==> src/rtl/ps2_pkg.sv <==
// Shared definitions for the PS/2 keyboard key source: scancode prefixes,
// the key-status encoding on the state output and the decoder FSM states.
package ps2_pkg;

   // Scancode prefix bytes (set 2).
   localparam logic [7:0] SC_BREAK = 8'hF0;
   localparam logic [7:0] SC_EXT   = 8'hE0;

   // A PS/2 frame: start, 8 data bits, odd parity, stop.
   localparam int FRAME_BITS = 11;

   // Key status as presented on the state output.
   typedef enum logic [1:0] {
      KEY_NONE  = 2'b00,
      KEY_ASCII = 2'b01,
      KEY_OTHER = 2'b10
   } key_state_e;

   // Scancode decoder states.
   typedef enum logic [1:0] {
      IDLE    = 2'b00,
      BRK     = 2'b01,
      EXT     = 2'b10,
      EXT_BRK = 2'b11
   } dec_state_e;

endpackage : ps2_pkg

==> src/rtl/ps2_key_source_if.sv <==
// Bundle between the keyboard side (raw PS/2 lines) and the consumer of key
// status. pop_hold, fifo_level and dec_fsm expose the scancode queue so a
// host can stall decoding and observe the queue and decoder.
interface ps2_key_source_if;
   import ps2_pkg::*;

   logic       ps2_clk;
   logic       ps2_data;
   logic [1:0] state;
   logic [7:0] kbd_ascii;
   logic       overflow;
   logic       frame_err;
   logic       pop_hold;    // 1: decoder leaves queued bytes in the FIFO
   logic [7:0] fifo_level;  // bytes currently queued
   dec_state_e dec_fsm;     // current decoder state

   // Drives the keyboard lines and the hold control, receives status.
   modport master (
      output ps2_clk, ps2_data, pop_hold,
      input  state, kbd_ascii, overflow, frame_err, fifo_level, dec_fsm
   );

   // The key source itself.
   modport slave (
      input  ps2_clk, ps2_data, pop_hold,
      output state, kbd_ascii, overflow, frame_err, fifo_level, dec_fsm
   );

endinterface : ps2_key_source_if

==> src/rtl/ps2_rx_frame.sv <==
// PS/2 frame receiver: synchronizes the raw keyboard lines, shifts in one
// bit per ps2_clk falling edge and emits each good byte with a one-cycle
// valid pulse. Bad frames raise a one-cycle frame_err instead. A frame that
// stalls for TIMEOUT_CYC cycles is silently abandoned.
module ps2_rx_frame
   import ps2_pkg::*;
#(
   parameter int TIMEOUT_CYC = 50000
) (
   input  logic       clk,
   input  logic       clrn,
   input  logic       ps2_clk,
   input  logic       ps2_data,
   output logic [7:0] rx_byte,
   output logic       rx_valid,
   output logic       frame_err
);

   localparam int TW = (TIMEOUT_CYC > 1) ? $clog2(TIMEOUT_CYC) : 1;

   logic [2:0]    clk_sync;
   logic [2:0]    data_sync;
   logic          fall;
   logic          data_bit;
   logic [3:0]    bit_cnt;
   logic [10:0]   shift_q;
   logic [10:0]   frame_next;
   logic [TW-1:0] to_cnt;
   logic          last_bit;
   logic          frame_ok;

   // Three-flop synchronizers; idle PS/2 lines are high, so reset to 1.
   // NOTE: sequential state uses non-blocking assignments so every flop
   // samples pre-edge values regardless of statement order.
   always_ff @(posedge clk or negedge clrn) begin
      if (!clrn) begin
         clk_sync  <= 3'b111;
         data_sync <= 3'b111;
      end else begin
         clk_sync  <= {clk_sync[1:0], ps2_clk};
         data_sync <= {data_sync[1:0], ps2_data};
      end
   end

   // Falling edge seen on the two oldest clock flops; the oldest data flop
   // holds the bit that was stable just before that edge.
   assign fall     = clk_sync[2] & ~clk_sync[1];
   assign data_bit = data_sync[2];

   // Bits arrive LSB first, so each new bit enters at the top.
   assign frame_next = {data_bit, shift_q[10:1]};
   assign last_bit   = (bit_cnt == 4'(FRAME_BITS - 1));
   assign frame_ok   = ~frame_next[0] & frame_next[10] & (^frame_next[9:1]);

   // Bit counter, shift register, inactivity timeout and result pulses.
   always_ff @(posedge clk or negedge clrn) begin
      if (!clrn) begin
         bit_cnt   <= '0;
         shift_q   <= '0;
         to_cnt    <= '0;
         rx_byte   <= '0;
         rx_valid  <= 1'b0;
         frame_err <= 1'b0;
      end else begin
         rx_valid  <= 1'b0;
         frame_err <= 1'b0;
         if (fall) begin
            to_cnt  <= '0;
            shift_q <= frame_next;
            if (last_bit) begin
               bit_cnt <= '0;
               rx_byte <= frame_next[8:1];
               if (frame_ok) rx_valid  <= 1'b1;
               else          frame_err <= 1'b1;
            end else begin
               bit_cnt <= bit_cnt + 4'd1;
            end
         end else if (bit_cnt != '0) begin
            // Mid-frame with no edge: give up quietly once the budget expires.
            if (to_cnt == TW'(TIMEOUT_CYC - 1)) begin
               bit_cnt <= '0;
               to_cnt  <= '0;
            end else begin
               to_cnt <= to_cnt + TW'(1);
            end
         end
      end
   end

endmodule : ps2_rx_frame

==> src/rtl/ps2_key_source.sv <==
// PS/2 keyboard key source: frame receiver, scancode FIFO, make/break
// decoder and scancode-to-ASCII table. Reports the most recent printable key
// and whether a key is currently held.
module ps2_key_source
   import ps2_pkg::*;
#(
   parameter int FIFO_DEPTH  = 8,      // power of two, at least 2
   parameter int TIMEOUT_CYC = 50000
) (
   input logic              clk,
   input logic              clrn,
   ps2_key_source_if.slave  kbd
);

   localparam int AW = $clog2(FIFO_DEPTH);

   // Set-2 make code to lowercase ASCII; unmapped keys give 0.
   function automatic logic [7:0] scan_to_ascii(input logic [7:0] sc);
      logic [7:0] a;
      case (sc)
         8'h1C: a = 8'h61; 8'h32: a = 8'h62; 8'h21: a = 8'h63; 8'h23: a = 8'h64;
         8'h24: a = 8'h65; 8'h2B: a = 8'h66; 8'h34: a = 8'h67; 8'h33: a = 8'h68;
         8'h43: a = 8'h69; 8'h3B: a = 8'h6A; 8'h42: a = 8'h6B; 8'h4B: a = 8'h6C;
         8'h3A: a = 8'h6D; 8'h31: a = 8'h6E; 8'h44: a = 8'h6F; 8'h4D: a = 8'h70;
         8'h15: a = 8'h71; 8'h2D: a = 8'h72; 8'h1B: a = 8'h73; 8'h2C: a = 8'h74;
         8'h3C: a = 8'h75; 8'h2A: a = 8'h76; 8'h1D: a = 8'h77; 8'h22: a = 8'h78;
         8'h35: a = 8'h79; 8'h1A: a = 8'h7A;
         8'h45: a = 8'h30; 8'h16: a = 8'h31; 8'h1E: a = 8'h32; 8'h26: a = 8'h33;
         8'h25: a = 8'h34; 8'h2E: a = 8'h35; 8'h36: a = 8'h36; 8'h3D: a = 8'h37;
         8'h3E: a = 8'h38; 8'h46: a = 8'h39;
         8'h29: a = 8'h20;
         8'h5A: a = 8'h0D;
         default: a = 8'h00;
      endcase
      return a;
   endfunction

   logic [7:0] rx_byte;
   logic       rx_valid;
   logic       rx_err;

   ps2_rx_frame #(
      .TIMEOUT_CYC (TIMEOUT_CYC)
   ) u_rx (
      .clk       (clk),
      .clrn      (clrn),
      .ps2_clk   (kbd.ps2_clk),
      .ps2_data  (kbd.ps2_data),
      .rx_byte   (rx_byte),
      .rx_valid  (rx_valid),
      .frame_err (rx_err)
   );

   // ---------------------------------------------------------------- FIFO
   logic [7:0] mem [FIFO_DEPTH];
   logic [AW:0] wr_ptr;
   logic [AW:0] rd_ptr;
   logic [AW:0] level;
   logic        empty;
   logic        full;
   logic        do_pop;
   logic        do_push;
   logic        overflow_q;
   logic [7:0]  pop_byte;

   // Extra pointer MSB tells a wrapped (full) queue from an empty one.
   assign empty    = (wr_ptr == rd_ptr);
   assign full     = (wr_ptr[AW] != rd_ptr[AW]) &&
                     (wr_ptr[AW-1:0] == rd_ptr[AW-1:0]);
   assign do_pop   = ~empty & ~kbd.pop_hold;
   // A pop in the same cycle frees the slot, so a full queue still accepts.
   assign do_push  = rx_valid & (~full | do_pop);
   assign level    = wr_ptr - rd_ptr;
   assign pop_byte = mem[rd_ptr[AW-1:0]];

   // Storage array.
   // NOTE: the data array has no reset; the pointers alone define which
   // entries are valid, and leaving it unreset lets it map onto RAM.
   always_ff @(posedge clk) begin
      if (do_push) mem[wr_ptr[AW-1:0]] <= rx_byte;
   end

   // Pointers and the sticky overflow flag.
   always_ff @(posedge clk or negedge clrn) begin
      if (!clrn) begin
         wr_ptr     <= '0;
         rd_ptr     <= '0;
         overflow_q <= 1'b0;
      end else begin
         if (do_push) wr_ptr <= wr_ptr + 1'b1;
         if (do_pop)  rd_ptr <= rd_ptr + 1'b1;
         if (rx_valid && full && !do_pop) overflow_q <= 1'b1;
      end
   end

   // ------------------------------------------------------------- decoder
   dec_state_e fsm_q, fsm_d;
   key_state_e key_q, key_d;
   logic [7:0] ascii_q, ascii_d;
   logic [7:0] held_q, held_d;
   logic [7:0] pop_ascii;

   // Decoder registers: FSM state, key status, last ASCII and held code.
   always_ff @(posedge clk or negedge clrn) begin
      if (!clrn) begin
         fsm_q   <= IDLE;
         key_q   <= KEY_NONE;
         ascii_q <= 8'h00;
         held_q  <= 8'h00;
      end else begin
         fsm_q   <= fsm_d;
         key_q   <= key_d;
         ascii_q <= ascii_d;
         held_q  <= held_d;
      end
   end

   // Next-state logic: consumes one queued byte per cycle.
   // NOTE: every output of this block is given a default first, so no path
   // leaves a value unassigned and no latch is inferred.
   always_comb begin
      fsm_d     = fsm_q;
      key_d     = key_q;
      ascii_d   = ascii_q;
      held_d    = held_q;
      pop_ascii = scan_to_ascii(pop_byte);
      if (do_pop) begin
         case (fsm_q)
            IDLE: begin
               if (pop_byte == SC_BREAK) begin
                  fsm_d = BRK;
               end else if (pop_byte == SC_EXT) begin
                  fsm_d = EXT;
               end else if (pop_byte != held_q) begin
                  // New make code; a repeat of the held key is ignored.
                  held_d = pop_byte;
                  if (pop_ascii != 8'h00) begin
                     ascii_d = pop_ascii;
                     key_d   = KEY_ASCII;
                  end else begin
                     key_d   = KEY_OTHER;
                  end
               end
            end
            BRK: begin
               // Only the release of the currently held key clears status.
               if (pop_byte == held_q) begin
                  key_d  = KEY_NONE;
                  held_d = 8'h00;
               end
               fsm_d = IDLE;
            end
            EXT: begin
               fsm_d = (pop_byte == SC_BREAK) ? EXT_BRK : IDLE;
            end
            EXT_BRK: begin
               fsm_d = IDLE;
            end
            default: fsm_d = IDLE;
         endcase
      end
   end

   assign kbd.state      = key_q;
   assign kbd.kbd_ascii  = ascii_q;
   assign kbd.overflow   = overflow_q;
   assign kbd.frame_err  = rx_err;
   assign kbd.fifo_level = 8'(level);
   assign kbd.dec_fsm    = fsm_q;

endmodule : ps2_key_source

==> src/flat_wrapper.sv <==
// flat-port wrapper written by rule: the top's interface ports become plain ports
module ps2_key_source_flat import ps2_pkg::*;
#(
   parameter int FIFO_DEPTH  = 8,                                 
   parameter int TIMEOUT_CYC = 50000
)
  (clk, clrn, kbd_ps2_clk, kbd_ps2_data, kbd_pop_hold, kbd_state, kbd_kbd_ascii, kbd_overflow, kbd_frame_err, kbd_fifo_level, kbd_dec_fsm);
  ps2_key_source_if kbd_i ();
  input logic clk;
  input logic clrn;
  input wire logic [$bits(kbd_i.ps2_clk)-1:0] kbd_ps2_clk;
  input wire logic [$bits(kbd_i.ps2_data)-1:0] kbd_ps2_data;
  input wire logic [$bits(kbd_i.pop_hold)-1:0] kbd_pop_hold;
  output wire logic [$bits(kbd_i.state)-1:0] kbd_state;
  output wire logic [$bits(kbd_i.kbd_ascii)-1:0] kbd_kbd_ascii;
  output wire logic [$bits(kbd_i.overflow)-1:0] kbd_overflow;
  output wire logic [$bits(kbd_i.frame_err)-1:0] kbd_frame_err;
  output wire logic [$bits(kbd_i.fifo_level)-1:0] kbd_fifo_level;
  output wire logic [$bits(kbd_i.dec_fsm)-1:0] kbd_dec_fsm;
  assign kbd_i.ps2_clk = kbd_ps2_clk;
  assign kbd_i.ps2_data = kbd_ps2_data;
  assign kbd_i.pop_hold = kbd_pop_hold;
  assign kbd_state = kbd_i.state;
  assign kbd_kbd_ascii = kbd_i.kbd_ascii;
  assign kbd_overflow = kbd_i.overflow;
  assign kbd_frame_err = kbd_i.frame_err;
  assign kbd_fifo_level = kbd_i.fifo_level;
  assign kbd_dec_fsm = kbd_i.dec_fsm;
  ps2_key_source #(.FIFO_DEPTH(FIFO_DEPTH), .TIMEOUT_CYC(TIMEOUT_CYC)) u_core (.clk(clk), .clrn(clrn), .kbd(kbd_i));
endmodule
==> config.mk <==
export PLATFORM = sky130hd
export DESIGN_NAME = ps2_key_source_flat
export DESIGN_NICKNAME = d
export VERILOG_FILES = /design/src/rtl/ps2_pkg.sv /design/src/rtl/ps2_key_source_if.sv /design/src/rtl/ps2_rx_frame.sv /design/src/rtl/ps2_key_source.sv /design/src/flat_wrapper.sv
export SDC_FILE = /design/constraint.sdc
export NUM_CORES = 1
export LEC_CHECK = 0
export BUFFER_PORTS_ARGS = -buffer_cell sky130_fd_sc_hd__buf_2
export CAP_MARGIN = 15
export CORE_MARGIN = 3
export CORE_UTILIZATION = 40
export CTS_CLUSTER_SIZE = 14
export DETAILED_ROUTE_END_ITERATION = 10
export REMOVE_ABC_BUFFERS = 1
export SETUP_SLACK_MARGIN = 0.15
export SYNTH_ARGS = -nofsm -noshare
export SYNTH_HDL_FRONTEND = slang
export SYNTH_SLANG_ARGS = --single-unit
export TNS_END_PERCENT = 5
==> constraint.sdc <==
create_clock -name clk -period 8.7 [get_ports clk]
set_input_delay 1.74 -clock clk [delete_from_list [all_inputs] [get_ports clk]]
set_output_delay 1.74 -clock clk [all_outputs]
set_load 0.02 [all_outputs]
# After elaboration in Yosys (flattened, before gate mapping)
# Memories as Yosys holds them, arrays and structs flattened.
# Index checks and enable logic that the tools add are counted.
# W data, S select, Z words.
[op_classes]
add_sub_neg = 5
n_eq_ne = 17
n_mux = 31
bitwise_logic = 13
n_reduce_logical = 17
[op_table]
columns = ["operator", "count"]
rows = [
  ["$mux W16", 3],
  ["$mux W8", 5],
  ["$add A16 B1 Y16 const B", 1],
  ["$eq A16 B16 Y1 const B", 1],
  ["$eq A8 B8 Y1 const B", 2],
  ["$mux W2", 8],
  ["$mux W4", 4],
  ["$pmux W8 S2", 1],
  ["$add A4 B1 Y4 const B", 3],
  ["$reduce_and A6 Y1", 2],
  ["$reduce_xor A9 Y1", 1],
  ["$eq A8 B8 Y1", 1],
  ["$mux W1", 8],
  ["$ne A8 B8 Y1", 1],
  ["$reduce_bool A8 Y1", 1],
  ["$not A1 Y1", 7],
  ["$pmux W2 S3", 1],
  ["$reduce_and A2 Y1", 3],
  ["$reduce_bool A2 Y1", 3],
  ["$and A1 B1 Y1", 5],
  ["$eq A2 B2 Y1 const B", 2],
  ["$eq A4 B4 Y1", 1],
  ["$eq A4 B4 Y1 const B", 1],
  ["$ne A2 B1 Y1 const B", 2],
  ["13 further kinds", 16],
]
[word_totals]
regBits = 76
ram_bits = 64
romBits = 896
output_inout_bits = 22
memories = 2
[memory_table]
columns = ["name", "depth", "width", "read_ports", "rd_ports_with_merged_regs", "write_ports", "line_no", "text"]
rows = [
  ["(name not given)", 128, 7, 1, 0, 0, "ps2_key_source.sv:20", "case (sc)"],
  ["u_core.mem", 8, 8, 1, 0, 1, "ps2_key_source.sv:55", "logic [7:0] mem [FIFO_DEPTH];"],
]

# Depth between registers and ports, before layout
# An unclocked memory read counts as a cell.
[depth]
ltp_word = 9
mapped_depth = 15
mapped_depth_nobuf = 11

# Hierarchy
# Synthesis repeated with hierarchy kept, for this count alone.
[hier_totals]
cells_unflattened = 583
area_unflattened_um2 = 7171.9
[modules_own_cells]
columns = ["module", "n_inst", "cells_per_inst", "area_per_inst_um2", "seq_area_each_um2"]
rows = [
  ["ps2_key_source", 1, 387, 5088.6, 2622.5],
  ["ps2_rx_frame", 1, 196, 2083.2, 1158.6],
]

# Least setup slack after synthesis
# Ideal clock, no wire load.
[synth_path]
path_kind = "flip-flop to output port"
start = "register u_core.rd_ptr[1]"
end = "output port kbd_fifo_level[3]"
t_arrival_ns = 1.792
required_ns = 6.960
setup_slack_ns = 5.168
stages_incl_launch_ff = 7
n_path_buf = 1
cell_sequence = "dfrtp_1 > buf_6 > clkinv_1 > ha_1 > a21o_1 > a21oi_1 > xor2_1"
[synth_via]
elab_chain_cells = 1
[synth_lines]
columns = ["element", "line_no", "text"]
rows = [
  ["from (decl)", "ps2_key_source.sv:57", "logic [AW:0] rd_ptr;"],
  ["from (signal assigned)", "ps2_key_source.sv:91", "if (do_pop) rd_ptr <= rd_ptr + 1'b1;"],
  ["$sub A4 B4 Y4", "ps2_key_source.sv:73", "assign level = wr_ptr - rd_ptr;"],
  ["to (decl)", "flat_wrapper.sv:18", "output wire logic [$bits(kbd_i.fifo_level)-1:0] kbd_fifo_level;"],
]
# Every way passes these cells.

# Worst setup path after layout
[layout_path]
start = "register u_core.rd_ptr[0]"
end = "register u_core.key_q[0], in the netlist u_core.kbd.state[0]"
[layout_via]
elab_chain_cells = 9
elab_cells_between_ends = 21
classes_between = "eq/ne (9); mux (6); bitwise (2); reduce/logical (2); memory (2)"
[layout_lines]
columns = ["element", "line_no", "text"]
rows = [
  ["$mem_v2 Z8 W8", "-", ""],
  ["$mem_v2 Z128 W7", "-", ""],
  ["$mux W8", "ps2_key_source.sv:20", ""],
  ["$reduce_bool A8 Y1", "ps2_key_source.sv:137", "if (pop_ascii != 8'h00) begin"],
  ["$mux W2", "ps2_key_source.sv:137", ""],
  ["$mux W2", "ps2_key_source.sv:134", "end else if (pop_byte != held_q) begin"],
  ["$mux W2", "ps2_key_source.sv:132", "end else if (pop_byte == SC_EXT) begin"],
  ["$mux W2", "ps2_key_source.sv:130", "if (pop_byte == SC_BREAK) begin"],
  ["$pmux W2 S2", "ps2_key_source.sv:128", "case (fsm_q)"],
  ["to (signal assigned)", "ps2_key_source.sv:112", "key_q <= key_d;"],
  ["to (decl)", "ps2_key_source.sv:98", "key_state_e key_q, key_d;"],
]
# Parallel ways exist; a longest one is shown, timed or not. The select of a mux whose other input is x is not followed.
# A chain may end at the register's enable or synchronous reset.

==> summary.md <==
| Metric | Value |
|---|---|
| Hold_buf cts | 0 |
| Clock transition at path regs | 60 ps |
| FFs w/ async S/R, synth | 0.536 |
| Max-Cap Viols | 0 |
| Mapped Cells | 637 |
| Synth Cell Area | 0.00740 mm^2 |
| CP Data Required Time | 9000 ps |
| Setup Skew | 9.07 ps |
| Global Route Usage Sum | 0.183 |
| Clock Latency Late Sink | 410 ps |
| Core ar. | 0.0181 mm^2 |
| RSZ-0062 raised after global routing | no |
| Least-Margin Pin Slew | 1180 ps |
| Input/output buffers | 21 |
| CP endpoint kind | flip-flop |
| Critical Path AT | 4880 ps |
| Final Hold Vio Count | 0 |
| Vias per cell | 5.87 |
| Fin Setup TNS | 0 ps |
| Post-synth EDFFs | 64 |
| CTS tree | built |
| Via count | 5280 |
| Final antenna-violating net count | 0 |
| P&R area growth vs syn | 11.4% |
| Sequential share of the synthesized area | 0.511 |
| Post-Route WL | 17800 um |
| Peak supply drop | 0.000178 V |
| Slew headroom | 0.210 |
| Nets | 680 |
| First-pass GRT wire length | 28800 um |
| Yosys reg bits | 138 |
| Register-to-register setup slack | 4120 ps |
| FMAX | 0.218 GHz |
| Vias in the first global route | 5279 |
| Startpoint types | flip-flop |
| Clock sinks | 138 |
| Rows | 49 |
| Clock tree buffer depth | 2 |
| HPWL Detailed | 12700 um |
| Die height | 142 um |
| Min-Delay Path Class | flip-flop to flip-flop |
| CTS Buf Count | 17 |
| Warnings from Yosys | 0 |
| Final setup viols | 0 |
| DP Worst Slack | 4120 ps |
| Layout cells sized above 1 | 0.173 |
| Diodes inserted | 0 |
| Num ports | 27 |
| GP Congestion | 0.959 |
| Yosys cell types | 87 |
| Initial antenna violation count | 0 |
| H-tree levels | 4 |
| Largest net degree at the start of global routing | 75 |
| Resize count post-CTS | 0 |
| Leakage | 3.39 nW |
| Fill cells | 1625 |
| Grt total ovfl | 0 |
| Postcts setup bufs | 0 |
| Drc violations | 0 |
| Crit-path max FO | 23 |
| CTS Root Cell | clkbuf_16 |
| Period minus WS final | 4580 ps |
| Syn_area_per_cell | 11.6 um^2 |
| Initial Utilization | 0.409 |
| Outcome | complete, no violations |
| Most used DFF post-synth | dfrtp_1 |
| Final WS setup | 4120 ps |
| Die area | 0.0202 mm^2 |
| Die width | 142 um |
| Cell Pwr Density | 386 mW/mm^2 |
| Wirelength per Cell | 19.8 um |
| WS Path Type | flip-flop to flip-flop |
| Fin. max-slew vios | 0 |
| Initial DRT Pass Iterations | 5 |
| Detailed router's first-iteration violation count | 456 |
| Final Cycle Share | 0.526 |
-- state kept, by name, indices dropped and copies added (netlist names) --
name and cells:
u_core.u_rx.clk_sync 3, u_core.u_rx.to_cnt 16, u_core.u_rx.rx_valid 1, u_core.u_rx.frame_err 1, u_core.held_q 8, u_core.mem 64, u_core.u_rx.bit_cnt 4, u_core.rd_ptr 4
u_core.u_rx.data_sync 3, u_core.kbd.overflow 1, u_core.wr_ptr 4, u_core.u_rx.shift_q 10, u_core.u_rx.rx_byte 8, u_core.kbd.kbd_ascii 7, u_core.kbd.dec_fsm 2, u_core.kbd.state 2
-- per-stage QoR --
step           hold WS (ps)  area (um^2)  utilization  total power (W)  instances
6_report                354         8250        0.456          0.00318        900
5_1_grt                 361         8250        0.456          0.00336        900
4_1_cts                 355         8240        0.456          0.00317        899
3_5_place_dp            347         7630        0.422          0.00241        867
3_3_place_gp            349         7630        0.422          0.00242        867
2_1_floorplan           345         7210            -          0.00199        613
-- worst max-delay path, stage by stage, from the launching register on --
cell      delay (ps)
dfrtp_1          760
nor2b_1         1040
a22oi_4          200
nand2_2          400
inv_2            260
ha_1             370
o31ai_1           80
nor4_1           290
a221oi_1         150
or4_4            610
a211o_1          310
-- final timing paths --
| check | end | from | depth (start not counted) |
|---|---|---|---|
| setup / recovery | u_core.kbd.state[0]$_DFFE_PN0P_ | u_core.rd_ptr[0]$_DFFE_PN0P_ | 10 |
| hold / removal | u_core.u_rx.clk_sync[1]$_DFF_PN1_ | u_core.u_rx.clk_sync[0]$_DFF_PN1_ | 0 |
| setup reg to reg | u_core.kbd.state[0]$_DFFE_PN0P_ | u_core.rd_ptr[0]$_DFFE_PN0P_ | 10 |
| hold reg to reg | u_core.u_rx.clk_sync[1]$_DFF_PN1_ | u_core.u_rx.clk_sync[0]$_DFF_PN1_ | 0 |
| max in group asynchronous | u_core.held_q[0]$_DFFE_PN0P_ | clrn | 1 |
| min in group asynchronous | u_core.rd_ptr[3]$_DFFE_PN0P_ | clrn | 1 |
-- power by group --
group	switching, W	internal (W)	leakage (nW)
Combinational	0.000986	0.000570	1.52
Sequential	0.000107	0.000776	1.57
Clock	0.000265	0.000478	0.299
-- cell families (layout without fill, tap and decap cells) --
kind of cell | count (synthesis) | after routing | share of synthesized area
DFF | 138 | 138 | 0.511
AOI/OAI and AO/OA | 130 | 130 | 0.141
other | 1 | 5 | 0.000506
buffers and inverters | 48 | 78 | 0.0392
and+or+nand+nor | 216 | 216 | 0.149
xor gates and xnor gates | 35 | 35 | 0.0414
muxes | 52 | 52 | 0.0887
adders and majority gates | 17 | 17 | 0.0297
-- Yosys cell counts, drive strengths merged (13+ instances only) --
library cell	instances	area (um^2)
nand2	69	262
dfrtp	68	1700
edfxtp	64	1920
o21ai	42	221
nor2	36	148
mux2i	31	327
nand3	30	155
buf	23	194
xnor2	22	193
inv	19	73.8
nor3	18	101
ha	16	200
nand4	15	93.8
mux2	13	150
xor2	13	114
-- cell type report --
cell class              count  area (um^2)  share of cell area
clock inverters            13          178              0.0215
flip-flops and latches    138         3780               0.459
repair buffers             26          143              0.0173
inverters                  20         77.6             0.00941
multi-input cells         455         3350               0.406
well taps                 229          287              0.0347
clock buffers              19          433              0.0525
-- cells in the final DEF (no fill, tap or decap), drive strengths merged, types with 4 or more instances in the layout --
cell | Yosys | final
nand2 | 69 | 69
dfrtp | 68 | 68
edfxtp | 64 | 64
o21ai | 42 | 42
nor2 | 36 | 36
mux2i | 31 | 31
nand3 | 30 | 30
buf | 23 | 25
xnor2 | 22 | 22
inv | 19 | 20
clkbuf | 5 | 20
nor3 | 18 | 18
ha | 16 | 16
nand4 | 15 | 15
xor2 | 13 | 13
mux2 | 13 | 13
a21oi | 9 | 9
a2111oi | 9 | 9
nor2b | 8 | 8
mux4 | 8 | 8
o31ai | 8 | 8
clkinv | 1 | 8
a22oi | 8 | 8
nand2b | 7 | 7
a221oi | 7 | 7
a22o | 7 | 7
and3 | 6 | 6
a31oi | 6 | 6
a211o | 6 | 6
dfstp | 6 | 6
and2 | 6 | 6
conb | 1 | 5
bufinv | 0 | 4
nor4 | 4 | 4
-- metal layers --
metal / up-vias / GRT usage / wire (um)
met4: 0 / 0.0778 / 655
li1: 2439 / - / -
met3: 47 / 0.0440 / 1080
met1: 2571 / 0.234 / 7620
met5: - / 0 / 0
met2: 223 / 0.297 / 8440
No activity file was read; power rests on OpenSTA's default activity.
